### config.mk
export PLATFORM = sky130hd
export DESIGN_NAME = gnrc_fractional_rate_meter_flat
export DESIGN_NICKNAME = d
export VERILOG_FILES = /design/src/rtl/gnrc_fractional_pkg.sv /design/src/rtl/gnrc_fractional_rate_meter_if.sv /design/src/rtl/gnrc_interval_timer.sv /design/src/rtl/gnrc_fractional_rate_meter.sv /design/src/flat_wrapper.sv
export SDC_FILE = /design/constraint.sdc
export NUM_CORES = 1
export LEC_CHECK = 0
export ABC_AREA = 1
export CAP_MARGIN = 20
export CORE_MARGIN = 8
export CORE_UTILIZATION = 60
export CTS_CLUSTER_SIZE = 12
export DETAILED_ROUTE_END_ITERATION = 8
export DONT_BUFFER_PORTS = 1
export PLACE_DENSITY = 0.76
export SYNTH_ARGS = -nofsm -noshare
export SYNTH_HDL_FRONTEND = slang
export SYNTH_HIERARCHICAL = 1
export SYNTH_SLANG_ARGS = --single-unit
### constraint.sdc
create_clock -name clk_i -period 2.85 [get_ports clk_i]
set_clock_uncertainty 0.05 [all_clocks]
set_input_delay 0.285 -clock clk_i [delete_from_list [all_inputs] [get_ports clk_i]]
set_output_delay 0.285 -clock clk_i [all_outputs]
set_load 0.02 [all_outputs]
### src/rtl/gnrc_fractional_pkg.sv
// rtl/gnrc_fractional_pkg.sv - shared types for the fractional rate meter
// Contents: rate_meter_state_e (measurement FSM states).
package gnrc_fractional_pkg;

    typedef enum logic [1:0] {
        IDLE    = 2'd0,
        ARM     = 2'd1,
        MEASURE = 2'd2,
        DONE    = 2'd3
    } rate_meter_state_e;

endpackage

### src/rtl/gnrc_fractional_rate_meter_if.sv
// rtl/gnrc_fractional_rate_meter_if.sv - control/result bundle of the rate meter
// Control (master -> slave): en_i, start_i, abort_i, k_i[K_W], tick_i
// Results (slave -> master): busy_o, valid_o, err_o, total_o[N+K_W], min_o[N], max_o[N]
interface gnrc_fractional_rate_meter_if #(
    parameter int N   = 16,
    parameter int K_W = 8
);
    localparam int ACC_W = N + K_W;

    logic             en_i;
    logic             start_i;
    logic             abort_i;
    logic [K_W-1:0]   k_i;
    logic             tick_i;
    logic             busy_o;
    logic             valid_o;
    logic             err_o;
    logic [ACC_W-1:0] total_o;
    logic [N-1:0]     min_o;
    logic [N-1:0]     max_o;

    modport master (
        output en_i, start_i, abort_i, k_i, tick_i,
        input  busy_o, valid_o, err_o, total_o, min_o, max_o
    );

    modport slave (
        input  en_i, start_i, abort_i, k_i, tick_i,
        output busy_o, valid_o, err_o, total_o, min_o, max_o
    );

endinterface

### src/rtl/gnrc_interval_timer.sv
// rtl/gnrc_interval_timer.sv - N-bit saturating interval counter
// clk_i, srst_i : clock, synchronous active-high reset
// load_i        : restart the interval at 1 (has priority over en_i)
// en_i          : count one more clock, holds at all-ones
// cnt_o, sat_o  : current interval length, high when counter is at all-ones
module gnrc_interval_timer #(
    parameter int N = 16
) (
    input  logic         clk_i,
    input  logic         srst_i,
    input  logic         load_i,
    input  logic         en_i,
    output logic [N-1:0] cnt_o,
    output logic         sat_o
);

    assign sat_o = (cnt_o == {N{1'b1}});

    always_ff @(posedge clk_i) begin
        if (srst_i) begin
            cnt_o <= '0;
        end else if (load_i) begin
            // The clock carrying the tick already counts as the first clock
            // of the new interval.
            cnt_o <= N'(1);
        end else if (en_i && !sat_o) begin
            cnt_o <= cnt_o + N'(1);
        end
    end

endmodule

### src/rtl/gnrc_fractional_rate_meter.sv
// rtl/gnrc_fractional_rate_meter.sv - measures clocks spanned by k tick intervals
// clk_i, srst_i : clock, synchronous active-high reset
// bus (slave)   : en/start/abort/k/tick in; busy/valid/err/total/min/max out
// Results are one-shot per start and held until the next completed measurement.
module gnrc_fractional_rate_meter
    import gnrc_fractional_pkg::*;
#(
    parameter int N   = 16,
    parameter int K_W = 8
) (
    input  logic                        clk_i,
    input  logic                        srst_i,
    gnrc_fractional_rate_meter_if.slave bus
);

    localparam int ACC_W = N + K_W;

    rate_meter_state_e state_q, state_d;

    logic [K_W-1:0]   k_q;
    logic [K_W-1:0]   pcnt_q;
    logic [ACC_W-1:0] acc_q;
    logic [N-1:0]     mn_q;
    logic [N-1:0]     mx_q;
    logic             err_q;

    logic [N-1:0]     icnt;
    logic             icnt_sat;
    logic [K_W:0]     pcnt_inc;

    logic             ref_take;
    logic             tick_take;
    logic             sat_hit;
    logic             icnt_inc;

    assign pcnt_inc = {1'b0, pcnt_q} + (K_W+1)'(1);

    // Abort always wins over a tick in the same cycle.
    assign icnt_inc = (state_q == MEASURE) && bus.en_i && !bus.tick_i && !bus.abort_i;

    gnrc_interval_timer #(.N(N)) u_timer (
        .clk_i  (clk_i),
        .srst_i (srst_i),
        .load_i (ref_take | tick_take),
        .en_i   (icnt_inc),
        .cnt_o  (icnt),
        .sat_o  (icnt_sat)
    );

    always_ff @(posedge clk_i) begin
        if (srst_i) begin
            state_q <= IDLE;
        end else begin
            state_q <= state_d;
        end
    end

    always_comb begin
        state_d   = state_q;
        ref_take  = 1'b0;
        tick_take = 1'b0;
        sat_hit   = 1'b0;
        case (state_q)
            IDLE: begin
                if (bus.start_i) begin
                    state_d = (bus.k_i == '0) ? DONE : ARM;
                end
            end
            ARM: begin
                if (bus.abort_i) begin
                    state_d = IDLE;
                end else if (bus.en_i && bus.tick_i) begin
                    ref_take = 1'b1;
                    state_d  = MEASURE;
                end
            end
            MEASURE: begin
                if (bus.abort_i) begin
                    state_d = IDLE;
                end else if (bus.en_i) begin
                    if (bus.tick_i) begin
                        // A tick landing on a saturated counter still closes
                        // a valid interval, so it is checked first.
                        tick_take = 1'b1;
                        if (pcnt_inc == {1'b0, k_q}) begin
                            state_d = DONE;
                        end
                    end else if (icnt_sat) begin
                        sat_hit = 1'b1;
                        state_d = DONE;
                    end
                end
            end
            DONE: begin
                state_d = IDLE;
            end
            default: begin
                state_d = IDLE;
            end
        endcase
    end

    always_ff @(posedge clk_i) begin
        if (srst_i) begin
            k_q         <= '0;
            pcnt_q      <= '0;
            acc_q       <= '0;
            mn_q        <= '0;
            mx_q        <= '0;
            err_q       <= 1'b0;
            bus.valid_o <= 1'b0;
            bus.err_o   <= 1'b0;
            bus.total_o <= '0;
            bus.min_o   <= '0;
            bus.max_o   <= '0;
        end else begin
            bus.valid_o <= 1'b0;
            case (state_q)
                IDLE: begin
                    if (bus.start_i) begin
                        k_q   <= bus.k_i;
                        err_q <= (bus.k_i == '0);
                        // A zero request goes straight to DONE and must
                        // report zeroed totals.
                        if (bus.k_i == '0) begin
                            acc_q <= '0;
                            mn_q  <= '0;
                            mx_q  <= '0;
                        end
                    end
                end
                ARM: begin
                    if (ref_take) begin
                        acc_q  <= '0;
                        pcnt_q <= '0;
                        mn_q   <= {N{1'b1}};
                        mx_q   <= '0;
                    end
                end
                MEASURE: begin
                    if (tick_take) begin
                        acc_q  <= acc_q + {{K_W{1'b0}}, icnt};
                        mn_q   <= (icnt < mn_q) ? icnt : mn_q;
                        mx_q   <= (icnt > mx_q) ? icnt : mx_q;
                        pcnt_q <= pcnt_inc[K_W-1:0];
                    end
                    if (sat_hit) begin
                        err_q <= 1'b1;
                    end
                end
                DONE: begin
                    bus.valid_o <= 1'b1;
                    bus.err_o   <= err_q;
                    bus.total_o <= acc_q;
                    bus.min_o   <= mn_q;
                    bus.max_o   <= mx_q;
                end
                default: begin
                end
            endcase
        end
    end

    assign bus.busy_o = (state_q != IDLE);

endmodule

### src/flat_wrapper.sv
// flat-port wrapper written by rule: the top's interface ports become plain ports
module gnrc_fractional_rate_meter_flat import gnrc_fractional_pkg::*;
#(
    parameter int N   = 16,
    parameter int K_W = 8
)
  (clk_i, srst_i, bus_en_i, bus_start_i, bus_abort_i, bus_k_i, bus_tick_i, bus_busy_o, bus_valid_o, bus_err_o, bus_total_o, bus_min_o, bus_max_o);
  gnrc_fractional_rate_meter_if #(.N(N), .K_W(K_W)) bus_i ();
  input  logic clk_i;
  input  logic srst_i;
  input wire logic [$bits(bus_i.en_i)-1:0] bus_en_i;
  input wire logic [$bits(bus_i.start_i)-1:0] bus_start_i;
  input wire logic [$bits(bus_i.abort_i)-1:0] bus_abort_i;
  input wire logic [$bits(bus_i.k_i)-1:0] bus_k_i;
  input wire logic [$bits(bus_i.tick_i)-1:0] bus_tick_i;
  output wire logic [$bits(bus_i.busy_o)-1:0] bus_busy_o;
  output wire logic [$bits(bus_i.valid_o)-1:0] bus_valid_o;
  output wire logic [$bits(bus_i.err_o)-1:0] bus_err_o;
  output wire logic [$bits(bus_i.total_o)-1:0] bus_total_o;
  output wire logic [$bits(bus_i.min_o)-1:0] bus_min_o;
  output wire logic [$bits(bus_i.max_o)-1:0] bus_max_o;
  assign bus_i.en_i = bus_en_i;
  assign bus_i.start_i = bus_start_i;
  assign bus_i.abort_i = bus_abort_i;
  assign bus_i.k_i = bus_k_i;
  assign bus_i.tick_i = bus_tick_i;
  assign bus_busy_o = bus_i.busy_o;
  assign bus_valid_o = bus_i.valid_o;
  assign bus_err_o = bus_i.err_o;
  assign bus_total_o = bus_i.total_o;
  assign bus_min_o = bus_i.min_o;
  assign bus_max_o = bus_i.max_o;
  gnrc_fractional_rate_meter #(.N(N), .K_W(K_W)) u_core (.clk_i(clk_i), .srst_i(srst_i), .bus(bus_i));
endmodule
==> impl_metrics.csv <==
group,metric,value,unit
outcome,outcome,"complete, no violations",
die,dieArea,17600,sq um
cells_and_area,fill_cells,1188,
timing,max_freq,408,MHz
synthesis,synth.distinct_cells,43,
critical_path,critPathArrivalTime,2.75,ns
detailed_routing,drc,0,
cells_and_area,final_net_count,1283,
synthesis,syn_nets,1283,
detailed_routing,viasPerCell,5.48,
global_routing,grt_max_degree,68,
timing,tightest_slew,1.08,ns
die,initial_core_util,61.6,%
clocking,clk_latency,0.44,ns
detailed_routing,wl,21.2,mm
critical_path,end_kind,"flop",
place,gp_congestion,0.935,
clocking,clockRootBuffer,"clkbuf_16",
clocking,postCtsSetupBuffers,0,
detailed_routing,antenna_left,0,
cells_and_area,syn_to_final_growth,10.0,%
clocking,cts_hold_buf,3,
clocking,cts_buffer_depth,2,
detailed_routing,wl_per_cell,15.1,um
die,die_w,133,um
power_and_ir_drop,ir_drop,0.475,mV
cells_and_area,fin_util,67.7,%
place,numPortBuffers,0,
die,coreArea,13300,sq um
worst_hold_path,hp-class,"in2reg",
detailed_routing,first_iter_violations,675,
timing,slew_headroom,28.0,%
synthesis,postSynthCellCount,1214,
timing,tns,0,ns
timing,setup_violations,0,
clocking,cts_sinks,149,
detailed_routing,drt_first_pass_iters,5,
synthesis,avgSynthCellArea,6.74,sq um
synthesis,synth_seq_area_share,36.4,%
critical_path,reg2reg_depth,10,
cells_and_area,drive_gt1_share,7.01,%
synthesis,ys_seq_elements,149,
global_routing,grtUsageTotal,24.4,%
timing,grt_setup_unrepaired,"no",
critical_path,critPathLaunchType,"flop",
critical_path,crit_required,3.15,ns
cells_and_area,n_antenna_cell,0,
critical_path,crit_path_max_fanout,15,
clocking,cts_resized,0,
global_routing,grt_pass1_wl,35.2,mm
timing,timing.final.crit_share,85.9,%
timing,fin_crit,2.45,ns
power_and_ir_drop,power.density,844,nW/um^2
die,pin_count,73,
timing,drv_slew,0,
synthesis,synthesis.area,8190,sq um
critical_path,worstSetupPathType,"reg2reg",
job,maxCapViolations,0,
die,die_h,133,um
clocking,clkTransAtPathRegs,0.06,ns
detailed_routing,routed-via-count,7685,
global_routing,grt-ovfl-total,0,
clocking,h-tree-depth,4,
place,place.detailed.hpwl,14.9,mm
power_and_ir_drop,p_leak,4.16,nW
worst_hold_path,hold_depth,2,
die,rows,42,
clocking,cts_tree,"built",
global_routing,antenna_found_initial,0,
timing,finalHoldViolCount,0,
clocking,cts_buffers,17,
synthesis,yosys_warnings,6,
global_routing,grt_pass1_vias,7053,
==> area by class of cell <==
class                      instances  area (sq um)  area share [%]
clock buffer                      19           453            5.03
clock inverter                    13           151            1.68
inverter                         134           505            5.61
multi-input combinational        890          4510            50.1
sequential                       149          2980            33.1
tap                              176           220            2.44
timing repair buffer              22           185            2.06
==> state kept, by name, summed over array words and instances, names as in the netlist, 16 cells and up <==
name / flops
u_core/bus.min_o: 16
u_core/mx_q: 16
u_core/u_timer/cnt_o: 16
u_core/mn_q: 16
u_core/acc_q: 24
u_core/bus.max_o: 16
u_core/bus.total_o: 24
==> placed cells by master (no fill, tap or decap), types with 4 or more instances in the layout <==
| master | synthesis | layout |
|---|---|---|
| inv_1 | 129 | 128 |
| or2_2 | 6 | 6 |
| nand4_1 | 8 | 8 |
| nor2_1 | 185 | 185 |
| clkbuf_16 | 0 | 17 |
| dfxtp_1 | 149 | 149 |
| nand3_1 | 66 | 66 |
| nand3b_1 | 6 | 6 |
| a21oi_1 | 142 | 142 |
| o21bai_1 | 4 | 4 |
| o21ai_0 | 87 | 87 |
| a31oi_1 | 4 | 4 |
| buf_4 | 3 | 18 |
| ha_1 | 54 | 53 |
| nand2_1 | 278 | 278 |
| clkinv_4 | 0 | 6 |
| nor3_1 | 6 | 6 |
| nand2_2 | 5 | 5 |
| nor2_2 | 5 | 5 |
| xor2_1 | 7 | 7 |
==> synth_stat cells, drive strengths merged <==
| cell type | count | area (sq um) |
|---|---|---|
| nand2 | 286 | 1110 |
| a21oi | 145 | 737 |
| xor2 | 7 | 61.3 |
| nand3 | 67 | 340 |
| o21a | 1 | 7.51 |
| xnor2 | 2 | 17.5 |
| nor3 | 7 | 46.3 |
| nand3b | 6 | 45.0 |
| or2 | 6 | 37.5 |
| nor4 | 1 | 12.5 |
| buf | 15 | 103 |
| o21ai | 90 | 465 |
| o22ai | 1 | 6.26 |
| nor2 | 193 | 759 |
| inv | 132 | 498 |
| and3 | 2 | 12.5 |
| a31oi | 4 | 25.0 |
| fa | 1 | 20.0 |
| clkinv | 2 | 7.51 |
| ha | 54 | 676 |
| a221oi | 1 | 8.76 |
| nand4 | 8 | 50.1 |
| o21bai | 4 | 30.0 |
| a22oi | 2 | 15.0 |
| clkbuf | 26 | 97.6 |
| a21boi | 1 | 7.51 |
| o31ai | 1 | 7.51 |
| dfxtp | 149 | 2980 |
==> per-stage QoR <==
step | hold WS, ns | cells | cell area [sq um] | worst slack (ns) | power (mW)
detailed placement | 0.312 | 1368 | 8370 | 0.421 | 5.31
floorplan | 0.370 | 1214 | 8190 | 0.706 | 4.79
global route | 0.0163 | 1403 | 9010 | 0.149 | 8.15
global placement | 0.310 | 1368 | 8370 | 0.493 | 5.26
finish | 0.0173 | 1403 | 9010 | 0.401 | 7.60
CTS | 0.00277 | 1403 | 9010 | 0.366 | 7.62
==> worst max-delay path, cell delays in order (launching register included) <==
cell	delay [ns]
dfxtp_1	0.42
inv_1	0.11
ha_1	0.25
inv_1	0.22
nor2_1	0.11
inv_1	0.10
nand3_1	0.41
nor2_2	0.20
buf_4	0.24
nand3_1	0.10
a21oi_1	0.15
==> per-layer routing <==
metal	track usage (%)	vias up	share of wire, %
li1	-	3937	-
met1	32.2	3482	47
met2	37.4	231	43
met3	5.75	35	7.8
met4	9.59	0	2.0
met5	0	-	0
==> power breakdown <==
part	total [mW]	leakage, nW	internal (mW)	switching [mW]
logic	2.49	2.66	0.774	1.71
clock network	2.27	0.287	1.35	0.924
registers	2.84	1.21	2.46	0.376
total	7.60	4.16	4.58	3.01
==> cell families after synthesis <==
| group | Yosys count | share of synthesized area [%] |
|---|---|---|
| buf+inv | 175 | 8.62 |
| simple gates | 576 | 29.5 |
| xor+xnor | 9 | 0.963 |
| fa+ha+maj | 55 | 8.50 |
| flops | 149 | 36.4 |
| compound gates | 250 | 16.0 |
==> final timing paths <==
check	startpoint	endpoint	slack, ns
hold reg to reg	u_core/k_q[0]$_SDFFE_PP0P_	u_core/k_q[0]$_SDFFE_PP0P_	0.42
setup reg to reg	u_core/state_q[0]$_SDFFE_PP0P_	u_core/acc_q[11]$_SDFFE_PP0P_	0.40
hold / removal	bus_k_i[4]	u_core/k_q[4]$_SDFFE_PP0P_	0.02
setup / recovery	u_core/state_q[0]$_SDFFE_PP0P_	u_core/acc_q[11]$_SDFFE_PP0P_	0.40
Power figures use the tool's default switching activity.
